**src/rtl/sumser_pkg.sv**
```systemverilog
// Shared constants, FSM state type and helpers for the multi-byte serial adder controller.
package sumser_pkg;

    localparam int BYTE_W = 8;
    localparam int TOG_W  = 16;

    localparam logic [1:0] ST_IDLE = 2'd0;
    localparam logic [1:0] ST_RUN  = 2'd1;
    localparam logic [1:0] ST_DONE = 2'd2;

    typedef enum logic [1:0] {
        S_IDLE = ST_IDLE,
        S_RUN  = ST_RUN,
        S_DONE = ST_DONE
    } state_t;

    function automatic logic [3:0] popcount8(input logic [BYTE_W-1:0] v);
        logic [3:0] n;
        n = '0;
        for (int i = 0; i < BYTE_W; i++) begin
            n = n + {3'd0, v[i]};
        end
        return n;
    endfunction

endpackage

```
**src/rtl/sumador_serial_ctrl_sum_rizado.sv**
```systemverilog
// SUM_RIZADO: 8-bit gate-level ripple-carry adder; PwrC selects the carry-gate form
// (propagate/generate vs. majority), which is functionally identical.
module SUM_RIZADO
    import sumser_pkg::*;
#(
    parameter int PwrC = 0
) (
    input  logic [BYTE_W-1:0] a,
    input  logic [BYTE_W-1:0] b,
    input  logic              ci,
    output logic [BYTE_W-1:0] s,
    output logic              co
);

    logic [BYTE_W:0] c;

    assign c[0] = ci;

    for (genvar i = 0; i < BYTE_W; i++) begin : g_bit
        assign s[i] = a[i] ^ b[i] ^ c[i];
        if (PwrC == 0) begin : g_prop
            assign c[i+1] = (a[i] & b[i]) | (c[i] & (a[i] ^ b[i]));
        end else begin : g_maj
            assign c[i+1] = (a[i] & b[i]) | (a[i] & c[i]) | (b[i] & c[i]);
        end
    end

    assign co = c[BYTE_W];

endmodule

```
**src/rtl/sumador_serial_ctrl.sv**
```systemverilog
// Multi-byte serial adder controller: one byte per cycle through SUM_RIZADO, LSB first.
// Optional sum-register toggle counter enabled by macro SUMADOR_SERIAL_PWR_CNT_EN.
module sumador_serial_ctrl
    import sumser_pkg::*;
#(
    parameter int NBYTES = 4,
    parameter int PwrC   = 0
) (
    input  logic                     clk,
    input  logic                     reset,
    input  logic                     in_valid,
    output logic                     in_ready,
    input  logic [8*NBYTES-1:0]      in_a,
    input  logic [8*NBYTES-1:0]      in_b,
    input  logic                     in_ci,
    output logic                     out_valid,
    input  logic                     out_ready,
    output logic [8*NBYTES-1:0]      out_sum,
    output logic                     out_co,
    output logic                     out_ovf,
    output logic [15:0]              pwr_toggles
);

    localparam int W     = BYTE_W * NBYTES;
    localparam int IDX_W = (NBYTES > 1) ? $clog2(NBYTES) : 1;
    localparam logic [IDX_W-1:0] LAST_IDX = IDX_W'(NBYTES - 1);

    state_t             state_q, state_d;
    logic [W-1:0]       a_q, a_d;
    logic [W-1:0]       b_q, b_d;
    logic [W-1:0]       s_q, s_d;
    logic               carry_q, carry_d;
    logic [IDX_W-1:0]   idx_q, idx_d;
    logic               co_q, co_d;
    logic               ovf_q, ovf_d;

    logic [BYTE_W-1:0]  a_byte, b_byte, s_byte_old, add_s;
    logic               add_co;

    assign a_byte     = a_q[idx_q*BYTE_W +: BYTE_W];
    assign b_byte     = b_q[idx_q*BYTE_W +: BYTE_W];
    assign s_byte_old = s_q[idx_q*BYTE_W +: BYTE_W];

    SUM_RIZADO #(.PwrC(PwrC)) u_sum (
        .a  (a_byte),
        .b  (b_byte),
        .ci (carry_q),
        .s  (add_s),
        .co (add_co)
    );

`ifdef SUMADOR_SERIAL_PWR_CNT_EN
    logic [TOG_W-1:0] tog_q, tog_d;

    always_comb begin
        tog_d = tog_q;
        if (state_q == S_RUN) begin
            tog_d = tog_q + TOG_W'(popcount8(add_s ^ s_byte_old));
        end
    end

    always_ff @(posedge clk or posedge reset) begin
        if (reset) tog_q <= '0;
        else       tog_q <= tog_d;
    end

    assign pwr_toggles = tog_q;
`else
    logic unused_old_byte;
    assign unused_old_byte = ^s_byte_old;
    assign pwr_toggles     = 16'd0;
`endif

    always_comb begin
        // NOTE: every _d defaults to its _q first so no path leaves a latch.
        state_d = state_q;
        a_d     = a_q;
        b_d     = b_q;
        s_d     = s_q;
        carry_d = carry_q;
        idx_d   = idx_q;
        co_d    = co_q;
        ovf_d   = ovf_q;
        case (state_q)
            S_IDLE: begin
                if (in_valid) begin
                    a_d     = in_a;
                    b_d     = in_b;
                    carry_d = in_ci;
                    idx_d   = '0;
                    state_d = S_RUN;
                end
            end
            S_RUN: begin
                s_d[idx_q*BYTE_W +: BYTE_W] = add_s;
                carry_d = add_co;
                if (idx_q == LAST_IDX) begin
                    co_d    = add_co;
                    ovf_d   = (a_byte[BYTE_W-1] == b_byte[BYTE_W-1]) &&
                              (add_s[BYTE_W-1] != a_byte[BYTE_W-1]);
                    state_d = S_DONE;
                end else begin
                    idx_d = idx_q + IDX_W'(1);
                end
            end
            S_DONE: begin
                if (out_ready) state_d = S_IDLE;
            end
            default: state_d = S_IDLE;
        endcase
    end

    // NOTE: operand and sum registers are reset too, since out_sum is observable from reset.
    always_ff @(posedge clk or posedge reset) begin
        if (reset) begin
            state_q <= S_IDLE;
            a_q     <= '0;
            b_q     <= '0;
            s_q     <= '0;
            carry_q <= 1'b0;
            idx_q   <= '0;
            co_q    <= 1'b0;
            ovf_q   <= 1'b0;
        end else begin
            // NOTE: non-blocking so every flop samples pre-edge values.
            state_q <= state_d;
            a_q     <= a_d;
            b_q     <= b_d;
            s_q     <= s_d;
            carry_q <= carry_d;
            idx_q   <= idx_d;
            co_q    <= co_d;
            ovf_q   <= ovf_d;
        end
    end

    assign in_ready  = (state_q == S_IDLE);
    assign out_valid = (state_q == S_DONE);
    assign out_sum   = s_q;
    assign out_co    = co_q;
    assign out_ovf   = ovf_q;

endmodule

```
**config.mk**
```make
export PLATFORM = sky130hd
export DESIGN_NAME = sumador_serial_ctrl
export DESIGN_NICKNAME = d
export VERILOG_FILES = /design/src/rtl/sumser_pkg.sv /design/src/rtl/sumador_serial_ctrl_sum_rizado.sv /design/src/rtl/sumador_serial_ctrl.sv
export SDC_FILE = /design/constraint.sdc
export NUM_CORES = 1
export LEC_CHECK = 0
export ABC_AREA = 1
export CAP_MARGIN = 20
export CORE_ASPECT_RATIO = 1.75
export CORE_MARGIN = 2
export CORE_UTILIZATION = 35
export DETAILED_ROUTE_END_ITERATION = 10
export SYNTH_ARGS = -nofsm -noshare
export SYNTH_HDL_FRONTEND = slang
export SYNTH_HIERARCHICAL = 1
export SYNTH_SLANG_ARGS = --single-unit
```
**constraint.sdc**
```tcl
create_clock -name clk -period 10 [get_ports clk]
set_input_delay 3 -clock clk [delete_from_list [all_inputs] [get_ports clk]]
set_output_delay 3 -clock clk [all_outputs]
set_load 0.005 [all_outputs]
```
==> flow_metrics.tcl, run 1 <==
set metrics [dict create \
    status "completed" \
    hold_class "flop to flop" \
    cts-htree-levels 3 \
    power_density_mw_per_mm2 341.2 \
    synth_cells 585 \
    io_pins 121 \
    m1WireLength_mm 4.787 \
    synthesis.area_mm2 0.004943 \
    finalCritPeriodShare_pct 48.38 \
    grt_pass1_vias 4240 \
    comb_power_share_pct 50.5 \
    internal_power_mw 1.236 \
    ys_seq_area_share_pct 52.14 \
    crit_top_cell "fa_1" \
    synth_top_area_share_pct 52.14 \
    pre_cts_ws_ns 4.852 \
    highest_layer "met4" \
    crit_type "flop to flop" \
    die-area_mm2 0.01513 \
    finalNetCount 758 \
    max-vdd-ir-drop_uv 154.4 \
    cts_setup_buffers 0 \
    slew_violations 0 \
    num_vias 4036 \
    fin_cells 858 \
    ctsLongestPathBuffers 2 \
    yosys_warnings 6 \
    hold_depth 2 \
    critPathMaxFanout 21 \
    ys_types 26 \
    rr_worst_depth 22 \
    rows 57 \
    die_x_um 93.84 \
    cp.depth 22 \
    setup_slack_ns 5.162 \
    wl_met3_um 468 \
    wl_mm 12.40 \
    switching_power_mw 0.9256 \
    worst_setup_path_start_kind "flop" \
    clock_latency_ns 0.34 \
    clkSinkCount 103 \
    synth_seq_cells 103 \
    crit_required_ns 10.23 \
    fin_skew_ns 0.009405 \
    cts_resized 0 \
    coreArea_mm2 0.01384 \
    power_leakage_nw 3.080 \
    initial_core_util_pct 35.73 \
    synth_area_per_cell_um2 8.450 \
    rsz0062_at_grt "no" \
    cts_root_buffer "clkbuf_16" \
    synthTopCellsByArea "dfrtp_1 (52%), nand2_1 (17%), o21ai_1 (5.0%)" \
    postCtsHoldBufs 0 \
    yosys.area.top_type "dfrtp_1" \
    drv_cap 0 \
    fin_crit_ns 4.838 \
    crit_chain "buf_4 -> clkinv_1 -> buf_4 -> o21ai_1 -> o22ai_1 -> fa_1 -> inv_1 -> fa_1 -> inv_1 -> fa_1 -> fa_1 -> fa_1 -> fa_1 -> fa_1 -> inv_1 -> fa_1 -> inv_1 -> inv_1 -> nand3_1 -> nand2_1 -> nand3_1 -> nand2_1" \
    vias_per_cell 4.704 \
    cp-end-kind "flop" \
    switching_share_pct 42.82 \
    setup-tns-final_ns 0 \
    clk_pin_slew_ns 0.07 \
    cts_tree "built" \
    gp_congestion 0.8206 \
    n_antenna_cell 0 \
    grt_overflow 0 \
    max_freq_mhz 206.7 \
    arrival_ns 5.07 \
    drtIter0Drc 253 \
    area_growth_pct 28.14 \
    cp_num_buf_inv 8 \
    antenna_found_initial 0 \
    grt_pass1_wl_mm 20.40 \
    antenna_left 0 \
    io_buffers 104 \
    relSlewSlack_pct 33.59 \
    drt-wirelength-per-cell_um 14.46 \
    hpwlAfterDp_mm 9.064 \
    track_usage_pct 17.22 \
    hold_ws_ns 0.4798 \
    placed_cells 842 \
    cts_made_buffers 9 \
    slowest_stage "fa_1" \
    grt_max_degree 79 \
    drc_errors 0 \
    critical_path.max_stage_delay_ns 0.41 \
    finalSetupViolCount 0 \
    path_delay_family "adder cells" \
    die_y_um 161.2 \
    met2_length_mm 6.740 \
    final_hold_viol_count 0 \
    drive_gt1_share_pct 5.580 \
    power.share.sequential_pct 32.6 \
    clkPwrFrac_pct 17.0 \
    worst_pin_slew_ns 0.9962 \
    first_pass_iters 4 \
]
kinds of logic (layout without fill, tap and decap cells):
logic type | count (synthesis) | after routing | synth area share (%)
adder cells (fa/ha/maj) | 13 | 13 | 4.505
AND/OR/NAND/NOR | 293 | 293 | 24.30
AO/OA/AOI/OAI | 97 | 97 | 10.73
other | 1 | 16 | 0.07586
flip-flops | 103 | 103 | 52.14
buffers and inverters | 78 | 159 | 8.251
cell type report:
class | count | area, µm²
fillers | 1430 | 7501
clock buffers | 10 | 229.0
repair buffers | 109 | 1079
multi-input cells | 419 | 2014
well taps | 177 | 221.5
flip-flops and latches | 103 | 2577
inverters | 34 | 130.1
clock inverters | 6 | 83.83
Yosys cell counts (all sizes together):
library cell,instances
o31ai,1
nand3,23
fa,8
ha,5
clkinv,1
buf,39
o22ai,15
clkbuf,5
nor2,36
conb,1
a21boi,7
o21ai,73
nand4,2
dfrtp,103
a22oi,1
inv,33
nand2,231
nor3,1
routing by layer:
layer	vias up	GRT usage, %
li1	2009	-
met1	1892	20.32
met2	115	30.45
met3	20	2.332
met4	0	7.971
met5	-	0
cell usage in the layout, fill, tap and decap left out, types with 3 or more instances in the layout:
cell | netlist | routed
nand2_1 | 229 | 229
clkdlybuf4s50_1 | 0 | 104
dfrtp_1 | 103 | 103
o21ai_1 | 49 | 49
nor2_1 | 32 | 32
inv_1 | 26 | 25
nand3_1 | 23 | 23
o21ai_0 | 23 | 23
conb_1 | 1 | 16
o22ai_1 | 15 | 15
clkbuf_16 | 0 | 9
fa_1 | 8 | 8
inv_2 | 7 | 7
a21boi_1 | 7 | 7
ha_1 | 5 | 5
buf_4 | 19 | 5
clkinv_2 | 0 | 3
path summary, 6_finish.rpt:
check                               from     endpoint  slack (ns)
worst max-delay path            idx_q[1]      out_ovf        5.16
worst min-delay path              b_q[6]       b_q[6]        0.48
worst max register to register  idx_q[1]      out_ovf        5.16
worst min register to register    b_q[6]       b_q[6]        0.48
max in group asynchronous          reset  out_sum[30]        5.76
min in group asynchronous          reset   state_q[1]        2.97
state kept, by name (all words and copies together) (netlist names):
signal   flops
a_q         32
b_q         32
carry_q      1
idx_q        2
out_co       1
out_ovf      1
out_sum     32
state_q      2
stage by stage:
stage / util (%) / power, mW / instance area [µm²]
4_1_cts: 45.79 / 2.183 / 6335
3_3_place_gp: 43.53 / 1.788 / 6022
6_report: 45.79 / 2.161 / 6335
2_1_floorplan: - / 1.411 / 5000
3_5_place_dp: 43.53 / 1.810 / 6022
5_1_grt: 45.79 / 2.351 / 6335
power by group through the flow:
stage                     clock [mW]  combinational (mW)  sequential, mW
after detailed placement           0                1.10           0.709
after global placement             0                1.08           0.705
after CTS                      0.375                1.10           0.703
after global routing           0.394                1.23           0.724
after floorplan                    0               0.722           0.689
final                          0.367                1.09           0.704
tightest hold or removal path, stage by stage (launching register included):
cell     delay (ns)
dfrtp_1        0.34
nand2_1        0.06
nand2_1        0.05
(Power assumes the default switching activity.)
==> run 2: changes to the inputs <==
clock period = 4.6 ns   (was 10 ns; I/O delays follow)
==> flow_metrics.tcl, run 2 (synthesized netlist as in run 1, its figures left out) <==
set metrics [dict create \
    status "completed" \
    crit_type "flop to flop" \
    final_cell_mix "nand2_1 (229), clkdlybuf4s50_1 (104), dfrtp_1 (101), o21ai_1 (49), nor2_1 (32)" \
    antenna_found_initial 0 \
    ctsLongestPathBuffers 2 \
    crit_required_ns 4.85 \
    cp-end-kind "flop" \
    p_total_mw 4.826 \
    cts_setup_buffers 0 \
    rr_worst_depth 20 \
    power.share.sequential_pct 32.4 \
    critical_path.max_stage_delay_ns 0.43 \
    path_delay_family "adder cells" \
    area_growth_pct 29.76 \
    crit_top_cell "fa_1" \
    internal_power_mw 2.765 \
    fin_skew_ns 0.006528 \
    rsz0062_at_grt "no" \
    drt-wirelength-per-cell_um 14.69 \
    reg2reg_from "idx_q[0]" \
    multi_input_area_mm2 0.002014 \
    die_y_um 161.2 \
    io_pins 121 \
    grt_max_degree 67 \
    io_buffers 104 \
    crit_chain "inv_2 -> o21ai_1 -> o22ai_1 -> fa_1 -> inv_1 -> fa_1 -> inv_1 -> fa_1 -> fa_1 -> fa_1 -> fa_1 -> fa_1 -> inv_1 -> fa_1 -> inv_2 -> inv_1 -> nand3_1 -> nand2_1 -> nand3_1 -> nand2_1" \
    setup-tns-final_ns 0 \
    drc_errors 0 \
    hold_ws_ns 0.4840 \
    comb_power_share_pct 50.3 \
    vias_per_cell 4.667 \
    drtIter0Drc 168 \
    antenna_left 0 \
    finalCritPeriodShare_pct 95.94 \
    num_vias 4032 \
    grt_overflow 0 \
    rows 57 \
    cts_root_buffer "clkbuf_16" \
    initial_core_util_pct 35.73 \
    grt_pass1_vias 4170 \
    gp_congestion 0.9489 \
    placed_cells 848 \
    track_usage_pct 17.88 \
    power_leakage_nw 3.113 \
    critPathMaxFanout 8 \
    n_antenna_cell 0 \
    relSlewSlack_pct 32.81 \
    wl_mm 12.70 \
    fin_crit_ns 4.413 \
    die-area_mm2 0.01513 \
    arrival_ns 4.66 \
    drv_cap 0 \
    r2r-end "out_ovf" \
    clk_pin_slew_ns 0.07 \
    cts_made_buffers 9 \
    coreArea_mm2 0.01384 \
    drive_gt1_share_pct 7.132 \
    switching_share_pct 42.71 \
    clkSinkCount 103 \
    fin_cells 864 \
    clkPwrFrac_pct 17.4 \
    slowest_stage "dfrtp_2" \
    grt_pass1_wl_mm 20.96 \
    switching_power_mw 2.061 \
    max_freq_mhz 226.6 \
    cp_num_buf_inv 6 \
    hold_class "flop to flop" \
    die_x_um 93.84 \
    power_density_mw_per_mm2 752.3 \
    clock_latency_ns 0.35 \
    cts_tree "built" \
    finalSetupViolCount 0 \
    slew_violations 0 \
    max-vdd-ir-drop_uv 271.4 \
    r2r_setup_slack_ns 0.19 \
    hold_depth 2 \
    final_util_pct 46.36 \
    finalNetCount 764 \
    final_hold_viol_count 0 \
    hpwlAfterDp_mm 9.577 \
    hold_end "a_q[29]" \
    hp-start "a_q[29]" \
    first_pass_iters 6 \
    worst_pin_slew_ns 1.008 \
    regArea_mm2 0.002580 \
    nFillCells 1407 \
    worst_setup_path_start_kind "flop" \
    final_common_cell "nand2_1" \
    cts-htree-levels 3 \
]
[run 2: worst max path at each step]
stage                         from      end  slack (ns)  depth (start not counted)
after detailed placement  idx_q[0]  out_ovf        0.08                         20
after global placement    idx_q[0]  out_ovf        0.23                         20
after floorplan           idx_q[1]  out_ovf        0.07                         22
final                     idx_q[0]  out_ovf        0.19                         20
after global routing      idx_q[1]  out_ovf       0.003                         20
after CTS                 idx_q[0]  out_ovf        0.08                         20
[run 2: timing repair]
item / in CTS / in global routing
gates resized for setup: 0 / 4
endpoints found under the setup margin: 0 / 4
hold buffers: 0 / 0
[run 2: metal layers]
| layer | track usage [%] | wire [µm] |
|---|---|---|
| met4 | 7.576 | 331 |
| met2 | 31.72 | 6907 |
| met5 | 0 | 0 |
| met1 | 21.43 | 5048 |
| met3 | 2.285 | 408 |
[run 2: area by class of cell]
class / instances / share of cell area [%]
Clock buffer: 11 / 3.940
Clock inverter: 5 / 1.248
Inverter: 34 / 2.028
Multi-Input combinational cell: 419 / 31.40
Sequential cell: 103 / 40.22
Tap cell: 177 / 3.452
Timing Repair Buffer: 115 / 17.71
[run 2: power by group through the flow]
stage | Clock [mW] | Combinational (mW) | Sequential (mW)
finish | 0.838 | 2.43 | 1.56
global route | 0.890 | 2.70 | 1.61
CTS | 0.850 | 2.43 | 1.57
detailed placement | 0 | 2.41 | 1.58
global placement | 0 | 2.37 | 1.57
floorplan | 0 | 1.57 | 1.50
[run 2: tightest hold or removal path: stages, from the launching register on]
cell,delay [ns]
dfrtp_1,0.35
nand2_1,0.05
nand2_1,0.05
[run 2: through the flow]
step	setup WS, ns	cell area [µm²]
2_1_floorplan	0.06888	5000
3_3_place_gp	0.2315	6080
3_5_place_dp	0.08214	6080
4_1_cts	0.07986	6412
5_1_grt	0.003427	6415
6_report	0.1867	6415
==> run 3: changes to the inputs <==
CORE_UTILIZATION = 40   (was 35)
DONT_BUFFER_PORTS = 1   (was unset)
==> flow_metrics.tcl, run 3 (synthesized netlist as in run 1, its figures left out) <==
set metrics [dict create \
    cts_root_buffer "clkbuf_16" \
    coreArea_mm2 0.01207 \
    slew_violations 0 \
    die-area_mm2 0.01330 \
    placed_area_mm2 0.005011 \
    antenna_left 0 \
    setup_slack_ns 0.2134 \
    switching_power_mw 2.051 \
    cts_made_buffers 9 \
    n_antenna_cell 0 \
    hold_ws_ns 0.4819 \
    finalNetCount 664 \
    crit_type "flop to flop" \
    clkSinkCount 103 \
    track_usage_pct 20.09 \
    critical_path.max_stage_delay_ns 0.46 \
    wl_met3_um 547 \
    final_common_cell "nand2_1" \
    critPathMaxFanout 7 \
    comb_power_share_pct 46.2 \
    status "completed" \
    vias_per_cell 5.021 \
    nFillCells 1254 \
    multi_input_area_mm2 0.002019 \
    clkPwrFrac_pct 18.9 \
    area_growth_pct 9.086 \
    grt_max_degree 67 \
    cts_tree "built" \
    relSlewSlack_pct 37.39 \
    worst_setup_path_start_kind "flop" \
    crit_top_cell "fa_1" \
    die_x_um 88.04 \
    io_buffers 0 \
    rsz0062_at_grt "no" \
    drc_errors 0 \
    switching_share_pct 44.14 \
    gp_congestion 0.8913 \
    m1WireLength_mm 4.652 \
    die_y_um 151.1 \
    initial_core_util_pct 40.96 \
    rows 53 \
    highest_layer "met4" \
    met2_length_mm 7.364 \
    hp-start "b_q[9]" \
    drv_cap 0 \
    final_hold_viol_count 0 \
    drive_gt1_share_pct 9.370 \
    slowest_stage "dfrtp_2" \
    design_area_mm2 0.005393 \
    power_density_mw_per_mm2 861.7 \
    crit_required_ns 4.84 \
    regArea_mm2 0.002580 \
    finalCritPeriodShare_pct 95.36 \
    max-vdd-ir-drop_uv 301.6 \
    reg2reg_from "idx_q[0]" \
    grt_pass1_vias 3822 \
    hold_class "flop to flop" \
    grt_overflow 0 \
    fin_skew_ns 0.004712 \
    num_vias 3776 \
    cts-htree-levels 3 \
    critPathLaunch "idx_q[0]" \
    first_pass_iters 4 \
    wl_mm 12.94 \
    finalSetupViolCount 0 \
    antenna_found_initial 0 \
    crit_chain "clkbuf_2 -> nor2_1 -> o22ai_1 -> fa_1 -> inv_1 -> fa_1 -> inv_1 -> fa_1 -> fa_1 -> fa_2 -> fa_2 -> fa_1 -> inv_1 -> fa_1 -> inv_2 -> inv_1 -> nand3_1 -> nand2_1 -> nand3_1 -> nand2_1" \
    pre_cts_ws_ns 0.04581 \
    hpwlAfterDp_mm 9.805 \
    ctsLongestPathBuffers 2 \
    cp-end-kind "flop" \
    power.share.sequential_pct 35.0 \
    clk_pin_slew_ns 0.07 \
    grt_pass1_wl_mm 19.91 \
    drt-wirelength-per-cell_um 17.20 \
    clock_latency_ns 0.35 \
    io_pins 121 \
    max_freq_mhz 228.0 \
    setup-tns-final_ns 0 \
    worst_pin_slew_ns 0.9391 \
    fin_crit_ns 4.387 \
    power_leakage_nw 2.746 \
    internal_power_mw 2.596 \
    drtIter0Drc 180 \
    final_cell_mix "nand2_1 (229), dfrtp_1 (101), o21ai_1 (49), nor2_1 (32), inv_1 (24)" \
    arrival_ns 4.62 \
]
## run 3: changes by cell type in the layout (fill, tap and decap cells not counted), sizes merged
cell           delta
clkinvlp          -1
bufinv            +1
clkinv            +1
clkdlybuf4s50   -104
buf               +3
## run 3: cell type report
type | instances | share of cell area (%)
well taps | 165 | 3.828
repair buffers | 15 | 2.042
inverters | 34 | 2.413
clock inverters | 6 | 1.995
flip-flops and latches | 103 | 47.84
multi-input cells | 419 | 37.45
clock buffers | 10 | 4.432
## run 3: worst paths after layout
path | to | slack, ns | depth (start not counted)
max in group asynchronous | out_sum[8] | 2.77 | 2
min | b_q[9] | 0.48 | 2
min reg2reg | b_q[9] | 0.48 | 2
max reg2reg | out_ovf | 0.21 | 20
max | out_ovf | 0.21 | 20
min in group asynchronous | out_sum[4] | 0.99 | 1
## run 3: per-layer routing
layer | global-route usage [%] | vias to the layer above
met5 | 0 | -
met4 | 8.561 | 0
met3 | 3.815 | 24
met2 | 37.16 | 105
met1 | 21.84 | 1830
li1 | - | 1817
## run 3: through the flow
step                      power (mW)  std cells  utilization (%)
final                          4.647        752            44.68
after global routing           5.025        752            44.68
after CTS                      4.610        748            44.39
after detailed placement       3.726        732            41.52
after global placement         3.666        732            41.52
after floorplan                3.067        600                -
## run 3: critical path: cells and delay by family (launching register included)
family / cells / cell delay [ns]
and+or+nand+nor: 5 / 0.32
AOI/OAI and AO/OA: 1 / 0.11
buffers and inverters: 6 / 0.52
DFF: 1 / 0.46
adders and majority gates: 8 / 2.87
## run 3: power groups by stage
stage          registers (mW)  logic [mW]  clock network [mW]
2_1_floorplan            1.50        1.57                   0
3_3_place_gp             1.64        2.02                   0
3_5_place_dp             1.65        2.08                   0
4_1_cts                  1.64        2.08               0.890
5_1_grt                  1.67        2.43               0.927
6_report                 1.62        2.15               0.876
## run 3: what timing repair did
action / CTS / global route
buffers inserted: 0 / 4
gates resized for setup: 0 / 6
endpoints found under the setup margin: 0 / 5
endpoints found under the hold margin: 0 / 0
hold buffers: 0 / 0
